==> config.mk <==
export PLATFORM = sky130hd
export DESIGN_NAME = conway_pattern_loader
export DESIGN_NICKNAME = d
export VERILOG_FILES = /design/src/rtl/conway_pattern_loader.sv
export SDC_FILE = /design/constraint.sdc
export NUM_CORES = 1
export LEC_CHECK = 0
export ABC_AREA = 1
export BUFFER_PORTS_ARGS = -buffer_cell sky130_fd_sc_hd__buf_2
export CORE_UTILIZATION = 40
export DETAILED_ROUTE_END_ITERATION = 8
export PLACE_DENSITY = 0.57
export SLEW_MARGIN = 40
export SYNTH_ARGS = -nofsm -noshare
export SYNTH_HDL_FRONTEND = slang
export SYNTH_SLANG_ARGS = --single-unit
==> constraint.sdc <==
create_clock -name clk -period 3.5 [get_ports clk]
set_input_delay 0.7 -clock clk [delete_from_list [all_inputs] [get_ports clk]]
set_output_delay 0.7 -clock clk [all_outputs]
set_load 0.05 [all_outputs]
==> src/rtl/conway_pattern_loader.sv <==
`default_nettype none
// ============================================================================
// Module   : conway_pattern_loader
// Purpose  : Loads a Game of Life board from a serial stream into a shadow
//            frame. It commits the frame atomically to state_0 and then
//            strobes board_rst. Defining CONWAY_LOADER_PARITY_EN adds a
//            trailing even-parity beat.
// Revision : 1.0
// ============================================================================
module conway_pattern_loader #(
  parameter int N_ROWS = 8,
  parameter int N_COLS = 8
) (
  input  logic                       clk,
  input  logic                       rst,
  input  logic                       start,
  input  logic                       s_data,
  input  logic                       s_valid,
  output logic                       s_ready,
  output logic [N_ROWS*N_COLS-1:0]   state_0,
  output logic                       board_rst,
  output logic                       busy,
  output logic                       done,
  output logic                       error
);

  localparam int N_CELLS = N_ROWS * N_COLS;
  localparam int CNT_W   = $clog2(N_CELLS + 1);
  localparam logic [CNT_W-1:0] LAST_IDX = CNT_W'(N_CELLS - 1);

`ifdef CONWAY_LOADER_PARITY_EN
  typedef enum logic [2:0] {
    IDLE   = 3'd0,
    RECV   = 3'd1,
    PARITY = 3'd2,
    COMMIT = 3'd3,
    APPLY  = 3'd4
  } state_t;
`else
  typedef enum logic [2:0] {
    IDLE   = 3'd0,
    RECV   = 3'd1,
    COMMIT = 3'd3,
    APPLY  = 3'd4
  } state_t;
`endif

  state_t             state;
  state_t             state_nxt;
  logic [N_CELLS-1:0] shadow;
  logic [CNT_W-1:0]   count;
  logic               beat;

  assign beat = s_valid && s_ready;

`ifdef CONWAY_LOADER_PARITY_EN
  logic parity_acc;
  logic parity_ok;
  assign parity_ok = (s_data == parity_acc);
`endif

  always_ff @(posedge clk) begin
    if (rst) begin
      state <= IDLE;
    end else begin
      state <= state_nxt;
    end
  end

  // Outputs decode only the registered state, so s_ready never depends on s_valid.
  always_comb begin
    state_nxt = state;
    s_ready   = 1'b0;
    busy      = 1'b1;
    done      = 1'b0;
    board_rst = 1'b0;
    case (state)
      IDLE: begin
        busy = 1'b0;
        if (start) state_nxt = RECV;
      end
      RECV: begin
        s_ready = 1'b1;
        if (s_valid && (count == LAST_IDX)) begin
`ifdef CONWAY_LOADER_PARITY_EN
          state_nxt = PARITY;
`else
          state_nxt = COMMIT;
`endif
        end
      end
`ifdef CONWAY_LOADER_PARITY_EN
      PARITY: begin
        s_ready = 1'b1;
        if (s_valid) state_nxt = parity_ok ? COMMIT : IDLE;
      end
`endif
      COMMIT: begin
        state_nxt = APPLY;
      end
      APPLY: begin
        done      = 1'b1;
        board_rst = 1'b1;
        state_nxt = IDLE;
      end
      default: begin
        state_nxt = IDLE;
      end
    endcase
  end

  // The shadow is deliberately not cleared on start: every bit is rewritten by the frame.
  always_ff @(posedge clk) begin
    if (rst) begin
      shadow  <= '0;
      count   <= '0;
      state_0 <= '0;
    end else begin
      case (state)
        IDLE: begin
          if (start) count <= '0;
        end
        RECV: begin
          if (beat) begin
            for (int i = 0; i < N_CELLS; i++) begin
              if (count == CNT_W'(i)) shadow[i] <= s_data;
            end
            count <= count + CNT_W'(1);
          end
        end
        COMMIT: begin
          state_0 <= shadow;
        end
        default: begin
        end
      endcase
    end
  end

`ifdef CONWAY_LOADER_PARITY_EN
  always_ff @(posedge clk) begin
    if (rst) begin
      parity_acc <= 1'b0;
      error      <= 1'b0;
    end else if ((state == IDLE) && start) begin
      parity_acc <= 1'b0;
      error      <= 1'b0;
    end else if ((state == RECV) && beat) begin
      parity_acc <= parity_acc ^ s_data;
    end else if ((state == PARITY) && beat && !parity_ok) begin
      error <= 1'b1;
    end
  end
`else
  assign error = 1'b0;
`endif

endmodule
`default_nettype wire

==> summary.txt <==
Logic synthesis
  • Post-Synth XOR/XNOR Area: 0.00155
  • EDFF count, synth: 0
  • Largest family of logic cells by synthesized area: simple AND/OR/NAND/NOR gates
  • Synthesis Warnings: 0
  • Post-Syn Instances: 760
  • Syn Area/Cell: 7.46 sq um
  • Mapped cell area: 5670 sq um
  • Yosys cell types: 27
  • Synth Area in Adders: 0.00883
  • Complex-gate fraction of the synthesized area: 0.121
  • Top-area cell type share of the netlist area: 0.487
  • Top post-synthesis cells by area: dfxtp_1 49%, nor2_1 14%, nand3_1 6.9%
  • Mux contribution to synthesized area: 0
  • Asr flop ratio synth: 0
  • Top FF cell, synth: dfxtp_1
  • #FFs+latches synth: 138
  • Simple-gate area share of the yosys netlist: 0.311
  • Net count after synthesis: 769
  • Most frequent cell after synthesis: nor2_1
  • Post-synth top cells: 206 x nor2_1, 138 x dfxtp_1, 90 x nand2_1
  • Yosys top cell by area: dfxtp_1
  • Seq/Total Area, Yosys: 0.487

Clock network
  • Root Buffer: clkbuf_16
  • CTS-repair resized insts: 0
  • Max H-tree Level: 4
  • CTS tree: yes
  • # Post-CTS Setup Buffers: 0
  • CTS Hold Buffers Added: 0
  • Deepest clock path buffer count: 2
  • Clock sinks: 138
  • CTS Buf Count: 17
  • Clock latency on the worst-skew pair: 0.42 ns
  • Reg clk slew, reported paths: 0.05 ns

Finish
  • Share of cells above drive strength 1: 0.160
  • # fillers: 1375
  • Antenna cells: 0
  • Multi-input logic area: 2520 sq um
  • Area growth, synth to finish: 16.8%
  • Nets: 816
  • FF/Latch Area: 2760 sq um

STA
  • Worst slew margin: 0.485
  • Setup TNS: 0 ns
  • Worst Hold Slack: 0.481 ns
  • Count of final hold-check violations: 0
  • Final Critical Period: 2.14 ns
  • Tcrit/Tclk final: 0.612
  • Worst Skew: 0.00980 ns
  • Setup ws final: 1.36 ns
  • Slew Viols, Final: 0
  • Slew of the pin with the lowest slew margin: 0.769 ns
  • RSZ-0062 raised after global routing: no
  • Final setup viols: 0
  • Fmax achieved: 0.467 GHz

Routing
  • WL/cell: 14.0 um
  • Antenna-violating nets left: 0
  • Final Routed Wirelength: 14.0 mm
  • 1st-iter DRT viols: 438
  • Routed vias: 5024
  • Vias per cell: 5.02
  • # DRC: 0
  • Drt pass-1 iters: 5

Global routing
  • GRT Total Usage: 0.201
  • Largest net degree at the start of global routing: 97
  • Vias in the first global route: 4501
  • First-pass GRT wire length: 22.7 mm
  • Initial antenna violation count: 0
  • Total grt overflow: 0

Power
  • Cell Int Power: 2.68 mW
  • Clock group share of total power: 0.504
  • Switching Fraction: 0.212
  • Power share of the combinational group: 0.032
  • Pwr per Cell Area: 514 nW/um^2
  • Seq pwr share: 0.464
  • NetSw: 0.721 mW
  • LEAKAGE: 3.10 nW
  • Max VDD drop: 0.000395 V

Place
  • Port-buffer cells: 72
  • Detailed Place HPWL: 8.74 mm
  • GPL Wtd Cong: 0.859
  • Dpl ws: 1.17 ns

Run status
  • Status: completed

Worst setup path
  • CP max FO: 4
  • CP Launch Type: flip-flop
  • Crit path kind: reg2out
  • Worst setup EP type: output port
  • Req. time, crit path: 2.80 ns
  • WP data arrival: 1.44 ns

Die
  • Core area: 13800 sq um
  • I/O pins: 74
  • Die Y: 121 um
  • Die area: 14600 sq um
  • Initial Util: 0.410
  • Die width: 121 um
  • Row count: 43

Hold path
  • Worst hold path type: reg2reg

Flow run
  • Max cap viols: 0
-- cells in the final DEF (no fill, tap or decap) --
master	instances
a21oi_1	69
buf_12	1
buf_2	72
buf_4	5
buf_6	1
bufinv_16	2
clkbuf_1	5
clkbuf_16	17
clkbuf_8	2
clkinv_2	5
clkinv_4	1
conb_1	1
dfxtp_1	138
ha_1	4
inv_1	26
inv_2	3
inv_4	1
nand2_1	90
nand2_2	1
nand3_1	78
nand3_2	1
nand4_1	1
nor2_1	206
nor2_2	2
nor2_4	13
nor2_8	3
nor3_1	2
nor3_4	1
nor4_1	1
o21ai_0	66
o21bai_1	1
xor2_1	1
-- state kept, by name (all words and copies together) (netlist names) --
signal and cells:
shadow 64, state 3, count 7, state_0 64
-- power groups by stage --
stage,logic (mW),clock network (mW),registers [mW]
after floorplan,0.0904,0,1.61
after global placement,0.105,0,1.61
after detailed placement,0.108,0,1.61
after CTS,0.108,1.75,1.58
after global routing,0.120,1.82,1.58
final,0.108,1.71,1.58
-- per-stage QoR --
step	util	cell area (sq um)	total power, mW	cells
global placement	0.436	6030	1.72	967
CTS	0.478	6610	3.44	1000
global route	0.479	6620	3.52	1000
detailed placement	0.437	6050	1.72	968
finish	0.479	6620	3.40	1000
floorplan	-	5670	1.70	760
-- worst max-delay path: stages (launching register included) --
cell,delay (ns)
dfxtp_1,0.45
inv_1,0.06
nor3_1,0.20
buf_2,0.31
-- layer usage --
metal  up-vias  GRT usage  part of all wire
met5         -          0                 0
met4         0     0.0687             0.013
met3        11     0.0470             0.040
met2       109      0.314              0.46
met1      2350      0.272              0.48
li1       2554          -                 -
-- worst paths after layout --
path                    from    endpoint  slack [ns]  cells past startpoint
hold / removal    shadow[18]  shadow[18]        0.48                      2
setup / recovery    state[2]        done        1.36                      3
setup reg to reg    state[2]  shadow[61]        1.43                      7
hold reg to reg   shadow[18]  shadow[18]        0.48                      2
-- layout make-up --
cell class | instances | share of cell area
clock buffers | 24 | 0.0713
clock inverters | 8 | 0.0142
inverters | 30 | 0.0174
multi-input cells | 541 | 0.381
flip-flops and latches | 138 | 0.417
well taps | 180 | 0.0340
repair buffers | 79 | 0.0648
-- cell families after synthesis --
| group | Yosys count |
|---|---|
| adders and majority gates | 4 |
| buffers and inverters | 81 |
| xor gates and xnor gates | 1 |
| AOI/OAI and AO/OA | 136 |
| other | 1 |
| and+or+nand+nor | 399 |
| DFF | 138 |
Note: power is estimated with default switching activity, not from simulation.
